### config.mk
export PLATFORM = sky130hd
export DESIGN_NAME = inta_cycle_sequencer
export DESIGN_NICKNAME = d
export VERILOG_FILES = /design/src/rtl/pic_8259a_pkg.sv /design/src/rtl/irq_synchronizer.sv /design/src/rtl/inta_cycle_sequencer.sv
export SDC_FILE = /design/constraint.sdc
export NUM_CORES = 1
export LEC_CHECK = 0
export BUFFER_PORTS_ARGS = -buffer_cell sky130_fd_sc_hd__buf_4
export CORE_MARGIN = 10
export CORE_UTILIZATION = 43
export DETAILED_ROUTE_END_ITERATION = 8
export GPL_ROUTABILITY_DRIVEN = 0
export PLACE_DENSITY = 0.67
export SYNTH_ARGS = -nofsm -noshare
export SYNTH_HDL_FRONTEND = slang
export SYNTH_HIERARCHICAL = 1
export SYNTH_SLANG_ARGS = --single-unit
### constraint.sdc
create_clock -name clock -period 3.3 [get_ports clock]
set_input_delay 0.66 -clock clock [delete_from_list [all_inputs] [get_ports clock]]
set_output_delay 0.66 -clock clock [all_outputs]
set_load 0.02 [all_outputs]
### src/rtl/pic_8259a_pkg.sv
// Shared types and defaults for the 8259A PIC interrupt-acknowledge path.
package pic_8259a_pkg;

   typedef enum logic [2:0] {
      ST_IDLE    = 3'd0,
      ST_INTA1   = 3'd1,
      ST_GAP     = 3'd2,
      ST_INTA2   = 3'd3,
      ST_VALID   = 3'd4,
      ST_RECOVER = 3'd5
   } inta_state_t;

   localparam int PIC_INTA_LOW_CYCLES = 2;
   localparam int PIC_INTA_GAP_CYCLES = 2;
   localparam int PIC_IRQ_SYNC_STAGES = 2;

   localparam logic [7:0] PIC_SPURIOUS_VECTOR = 8'h00;

   function automatic int max3(input int a, input int b, input int c);
      int m;
      m = (a > b) ? a : b;
      return (m > c) ? m : c;
   endfunction

endpackage

### src/rtl/irq_synchronizer.sv
// Multi-stage flop chain bringing the asynchronous PIC INT line into the clock domain.
module irq_synchronizer #(
   parameter int STAGES = 2
) (
   input  logic clock,
   input  logic reset_n,
   input  logic async_in,
   output logic sync_out
);

   logic [STAGES-1:0] sync_r;

   // Shift chain, cleared to 0 on reset.
   always_ff @(posedge clock or negedge reset_n) begin
      if (!reset_n) begin
         sync_r <= {STAGES{1'b0}};
      end else begin
         sync_r <= {sync_r[STAGES-2:0], async_in};
      end
   end

   assign sync_out = sync_r[STAGES-1];

endmodule

### src/rtl/inta_cycle_sequencer.sv
// Generates the two-pulse INTA sequence toward the 8259A, captures the vector
// on the second pulse and offers it to the CPU over valid/ready.
module inta_cycle_sequencer
   import pic_8259a_pkg::*;
#(
   parameter int IRQ_SYNC_STAGES = PIC_IRQ_SYNC_STAGES,
   parameter int INTA_LOW_CYCLES = PIC_INTA_LOW_CYCLES,
   parameter int INTA_GAP_CYCLES = PIC_INTA_GAP_CYCLES
) (
   input  logic       clock,
   input  logic       reset_n,
   input  logic       interrupt_to_cpu,
   input  logic       cpu_interrupt_enable,
   output logic       interrupt_acknowledge_n,
   input  logic [7:0] data_bus_in,
   input  logic       data_bus_io,
   output logic [7:0] vector,
   output logic       vector_valid,
   input  logic       vector_ready,
   output logic       spurious,
   output logic       busy
);

   localparam int CNT_W = $clog2(max3(INTA_LOW_CYCLES, INTA_GAP_CYCLES, IRQ_SYNC_STAGES + 1)) + 1;
   localparam logic [CNT_W-1:0] LOW_LOAD = CNT_W'(INTA_LOW_CYCLES - 1);
   localparam logic [CNT_W-1:0] GAP_LOAD = CNT_W'(INTA_GAP_CYCLES - 1);
   localparam logic [CNT_W-1:0] REC_LOAD = CNT_W'(IRQ_SYNC_STAGES);
   localparam logic [CNT_W-1:0] CNT_ZERO = {CNT_W{1'b0}};
   localparam logic [CNT_W-1:0] CNT_ONE  = {{(CNT_W-1){1'b0}}, 1'b1};

   inta_state_t      state_r, state_d;
   logic [CNT_W-1:0] cnt_r, cnt_d;
   logic             irq_sync_s;
   logic             inta_n_r, inta_n_d;
   logic             valid_r, valid_d;
   logic             busy_r, busy_d;
   logic [7:0]       vector_r, vector_d;
   logic             spurious_r, spurious_d;

   irq_synchronizer #(
      .STAGES (IRQ_SYNC_STAGES)
   ) u_irq_sync (
      .clock    (clock),
      .reset_n  (reset_n),
      .async_in (interrupt_to_cpu),
      .sync_out (irq_sync_s)
   );

   // State and shared down-counter registers.
   always_ff @(posedge clock or negedge reset_n) begin
      if (!reset_n) begin
         state_r <= ST_IDLE;
         cnt_r   <= CNT_ZERO;
      end else begin
         state_r <= state_d;
         cnt_r   <= cnt_d;
      end
   end

   // Next-state and counter logic; a started sequence always runs to completion.
   always_comb begin
      state_d = state_r;
      cnt_d   = cnt_r;
      case (state_r)
         ST_IDLE: begin
            if (irq_sync_s && cpu_interrupt_enable) begin
               state_d = ST_INTA1;
               cnt_d   = LOW_LOAD;
            end else begin
               state_d = ST_IDLE;
            end
         end
         ST_INTA1: begin
            if (cnt_r == CNT_ZERO) begin
               state_d = ST_GAP;
               cnt_d   = GAP_LOAD;
            end else begin
               cnt_d = cnt_r - CNT_ONE;
            end
         end
         ST_GAP: begin
            if (cnt_r == CNT_ZERO) begin
               state_d = ST_INTA2;
               cnt_d   = LOW_LOAD;
            end else begin
               cnt_d = cnt_r - CNT_ONE;
            end
         end
         ST_INTA2: begin
            if (cnt_r == CNT_ZERO) begin
               state_d = ST_VALID;
            end else begin
               cnt_d = cnt_r - CNT_ONE;
            end
         end
         ST_VALID: begin
            if (vector_ready) begin
               state_d = ST_RECOVER;
               cnt_d   = REC_LOAD;
            end else begin
               state_d = ST_VALID;
            end
         end
         ST_RECOVER: begin
            if (cnt_r == CNT_ZERO) begin
               state_d = ST_IDLE;
            end else begin
               cnt_d = cnt_r - CNT_ONE;
            end
         end
         default: begin
            state_d = ST_IDLE;
            cnt_d   = CNT_ZERO;
         end
      endcase
   end

   // Output values decoded from the upcoming state so every output is a flop.
   always_comb begin
      inta_n_d   = !((state_d == ST_INTA1) || (state_d == ST_INTA2));
      valid_d    = (state_d == ST_VALID);
      busy_d     = (state_d != ST_IDLE);
      vector_d   = vector_r;
      spurious_d = spurious_r;
      if ((state_r == ST_INTA2) && (state_d == ST_VALID)) begin
         vector_d   = data_bus_io ? PIC_SPURIOUS_VECTOR : data_bus_in;
         spurious_d = data_bus_io;
      end else begin
         vector_d   = vector_r;
         spurious_d = spurious_r;
      end
   end

   // Output registers; reset drives INTA high without waiting for a clock.
   always_ff @(posedge clock or negedge reset_n) begin
      if (!reset_n) begin
         inta_n_r   <= 1'b1;
         valid_r    <= 1'b0;
         busy_r     <= 1'b0;
         vector_r   <= 8'h00;
         spurious_r <= 1'b0;
      end else begin
         inta_n_r   <= inta_n_d;
         valid_r    <= valid_d;
         busy_r     <= busy_d;
         vector_r   <= vector_d;
         spurious_r <= spurious_d;
      end
   end

   assign interrupt_acknowledge_n = inta_n_r;
   assign vector_valid            = valid_r;
   assign busy                    = busy_r;
   assign vector                  = vector_r;
   assign spurious                = spurious_r;

endmodule
Word-level counts from Yosys, hierarchy flattened
Index checks and enable logic that the tools add are counted.
{"block": "classes", "n_addsub": 1, "eq_ne": 11, "n_mux": 13, "reduce_logical": 10}
{"operator": "$mux 3", "count": 8}
{"operator": "$pmux 3 s6", "count": 1}
{"operator": "$pmux 3 s4", "count": 1}
{"operator": "$eq 3x2->1 const B", "count": 3}
{"operator": "$eq 3x3->1 const B", "count": 3}
{"operator": "$mux 8", "count": 1}
{"operator": "$eq 3x1->1 const B", "count": 2}
{"operator": "$logic_not 3->1", "count": 2}
{"operator": "$ne 2x2->1 const B", "count": 3}
{"operator": "$reduce_or 2->1", "count": 2}
{"operator": "$reduce_and 3->1", "count": 1}
{"operator": "$reduce_bool 3->1", "count": 1}
{"operator": "$sub 3x1->3 const B", "count": 1}
{"operator": "$logic_and 1x1->1", "count": 2}
{"operator": "$mux 1", "count": 2}
{"operator": "$logic_not 1->1", "count": 1}
{"operator": "$logic_or 1x1->1", "count": 1}
{"block": "word_totals", "reg_bits": 20, "inputBits": 14, "out_inout_bits": 12, "wordCells": 43}

Longest topological paths before layout
{"block": "depth", "word_depth": 6, "depth_mapped": 9, "mapped_depth_nobuf": 6}

Cells and area by module
The synthesis kept the hierarchy.
{"module": "inta_cycle_sequencer", "instances": 1, "cells_per_inst": 97, "area_per_inst_um2": 970.9, "seq_area_each_um2": 451.7}
{"module": "irq_synchronizer", "instances": 1, "cells_per_inst": 2, "area_per_inst_um2": 50.0, "seq_area_each_um2": 50.0}

Worst setup path before layout
No wires, ideal clock.
{"block": "synth_path", "kind": "register -> register", "from": "register cnt_r[0]", "to": "register cnt_r[2]", "setup_time_ps": 125, "t_arrival_ps": 1523, "t_required_ps": 3175, "path_slack_ps": 1652, "path_stages_with_launch": 8, "n_path_buf": 1, "synth_period_minus_slack_ps": 1648, "cell_sequence": "dfrtp_1 -> inv_1 -> ha_1 -> and3b_1 -> buf_6 -> nor2_4 -> o221ai_2 -> mux2_4"}
{"block": "synth_via", "elab_chain_len": 3, "elab_cells_between_ends": 7, "cone_classes": "add/sub (1); eq/ne (1); mux (3); reduce/logical (2)"}
{"item": "start: declaration", "line": "inta_cycle_sequencer.sv:32", "source": "logic [CNT_W-1:0] cnt_r, cnt_d;"}
{"item": "start signal: assignment", "line": "inta_cycle_sequencer.sv:56", "source": "cnt_r <= cnt_d;"}
{"item": "$sub 3x1->3 or $logic_not 3->1 (tied branches)"}
{"item": "$mux 3, or another cell as far along", "line": "inta_cycle_sequencer.sv:90, inta_cycle_sequencer.sv:105"}
{"item": "$pmux 3 s4 or $reduce_and 3->1 (tied branches)"}
Several ways; a longest one is shown, not always the timed one. The select of a mux whose other input is x is not followed.
A chain may end at the register's enable or synchronous reset.

Worst setup path after layout
Ends and elaborated chain as after synthesis.

==> flow_summary.toml <==
[setup_path]
critical_path.endpoint_type = "register"
crit_path_start_kind = "register"
rr_startpoint = "cnt_r[0]"
cp-startpoint = "cnt_r[0]"
cp_max_fo = 20
required_ps = 3490
path_class = "register to register"
cp.arrival_ps = 2350

[floorplan]
rows = 17
dieArea_um2 = 4720
core-area_um2 = 2230
initial_core_util = 0.457
die_x_um = 68.7
pin_count = 26
die_h_um = 68.7

[clock_tree]
hold_buffers = 0
cts_root_buf = "clkbuf_4"
clock_sinks = 20
cts.path.max_buffers = 2
tritoncts = "done"
cts-resized-gates = 0
cts_max_level = 1
cts_setup_buffers = 0
numCtsBuffers = 3
clkTransAtPathRegs_ps = 110
insertion_delay_ps = 300

[flow_run]
drv_cap = 0

[drt]
drt_iter0_drc = 17
ant_nets = 0
finalWirelength_mm = 2.10
via_per_inst = 5.08
drc = 0
vias = 762
drt-pass1-iter-count = 4
wire_per_inst_um = 14.0

[logic_synthesis]
syn_nets = 115
synthDistinctLibCells = 30
yosysWarnings = 6
synth_seq_area_share = 0.491
avgSynthCellArea_um2 = 10.3
syn_area_um2 = 1020
synth_cells = 99
synth-seq-cells = 20

[power_and_ir_drop]
p_seq_frac = 0.381
power.leakage_nw = 0.574
p_per_area_nw_per_um2 = 985
ir_drop_uv = 463
p_sw_w = 0.000498
clockPowerShare = 0.098
p_sw_frac = 0.414
pwr-share-comb = 0.522
p_int_w = 0.000705

[finish]
n_antenna_cell = 0
nets = 139
mostFrequentLayoutCells = "25 x buf_4, 19 x dfrtp_1, 13 x o21ai_0, 13 x nand2_1, 9 x nand2b_1"
layout_commonest_cell = "buf_4"
drive_above_1_share = 0.311
syn_to_final_growth_pct = 19.6

[global_routing]
grt_pass1_wl_mm = 3.62
groute.usage.overall = 0.101
grt_start_max_net_pins = 21
antenna_found_initial = 0
overflow = 0
grt_pass1_vias = 811

[timing]
rsz0062_at_grt = "no"
setup_viol = 0
fin_tns_setup_ps = 0
finalWorstPathRequiredPeriod_ps = 2160
drv_slew = 0
finalCritPeriodShare = 0.655
hold_slack_ps = 219
fmax_mhz = 462
finalHoldViolCount = 0
worst_slew_pin_slew_ps = 422
maxSlewHeadroom = 0.712
finalClockSkew_ps = 9.42

[min_path]
hp-class = "input port to asynchronous set/reset pin"

[placement]
dp_hpwl_mm = 1.59
io_buffers = 25

[run_status]
status = "finished, final reports clean"
==> power groups by stage <==
stage | Combinational [W] | Sequential, W | Clock, W
after floorplan | 0.000426 | 0.000493 | 0
after global placement | 0.000623 | 0.000456 | 0
after global routing | 0.000701 | 0.000475 | 0.000135
after CTS | 0.000638 | 0.000458 | 0.000126
after detailed placement | 0.000631 | 0.000463 | 0
final | 0.000628 | 0.000458 | 0.000117
==> sequential cells by signal, summed over array words and instances, names as in the netlist <==
register / count
vector: 8
cnt_r: 3
state_r: 3
u_irq_sync/sync_r: 2
busy: 1
interrupt_acknowledge_n: 1
spurious: 1
vector_valid: 1
==> through the flow <==
stage	std cells	util	cell area [um^2]	total power [W]	setup WS, ps
final	150	0.547	1220	0.00120	1140
after global routing	150	0.547	1220	0.00131	999
after CTS	150	0.547	1220	0.00122	1130
after detailed placement	146	0.535	1190	0.00109	1130
after global placement	146	0.535	1190	0.00108	1220
after floorplan	99	-	1020	0.000919	1650
==> final timing paths <==
path,end,depth (start not counted),slack [ps]
setup / recovery,cnt_r[2],6,1140
hold / removal,vector[2],1,220
setup reg to reg,cnt_r[2],6,1140
hold reg to reg,u_irq_sync/sync_r[1],0,370
max in group asynchronous,interrupt_acknowledge_n,1,2800
min in group clock,u_irq_sync/sync_r[1],0,370
==> critical path, stage by stage (launching register included) <==
cell      delay (ps)
dfrtp_1          390
inv_1             90
ha_1             260
and3b_1          410
nand3_2          360
o221ai_2         220
mux2_4           320
==> synthesized netlist by cell type (all sizes together) <==
master,n,share of area
maj3,1,0.011
o22a,1,0.0086
o21bai,1,0.0074
a21oi,4,0.020
inv,4,0.015
a22o,2,0.017
xnor2,1,0.0086
buf,6,0.048
nand2,13,0.048
nand3b,1,0.0074
dfstp,1,0.026
ha,2,0.025
mux2,3,0.040
o21a,2,0.015
o221ai,1,0.015
a211oi,1,0.0074
and3b,1,0.0086
dfrtp,19,0.47
nor2,6,0.029
a31o,1,0.0086
nand2b,10,0.069
nand3,1,0.0098
o21ai,13,0.064
o31ai,1,0.0074
nor2b,2,0.012
a2111oi,1,0.0086
==> layout make-up <==
| cell class | count | area, um^2 |
|---|---|---|
| Multi-Input combinational cell | 69 | 455 |
| Sequential cell | 20 | 502 |
| Clock buffer | 4 | 26.3 |
| Timing Repair Buffer | 25 | 188 |
| Inverter | 4 | 15.0 |
| Tap cell | 28 | 35.0 |
| Fill cell | 219 | 1010 |
==> logic make-up (layout without fill, tap and decap cells) <==
family,after synthesis,count (layout),share of synthesized area
and+or+nand+nor,34,34,0.184
muxes,3,3,0.0404
DFF,20,20,0.491
xor gates and xnor gates,1,1,0.00858
buffers and inverters,10,33,0.0625
adders and majority gates,3,3,0.0355
AOI/OAI and AO/OA,28,28,0.178
==> per-layer routing <==
layer	global-route usage	up-vias	routed length, um
met3	0.0306	4	136
met4	0.0517	0	31
met1	0.116	356	915
met5	0	-	0
met2	0.166	17	1020
li1	-	385	-
(Power assumes the default switching activity.)
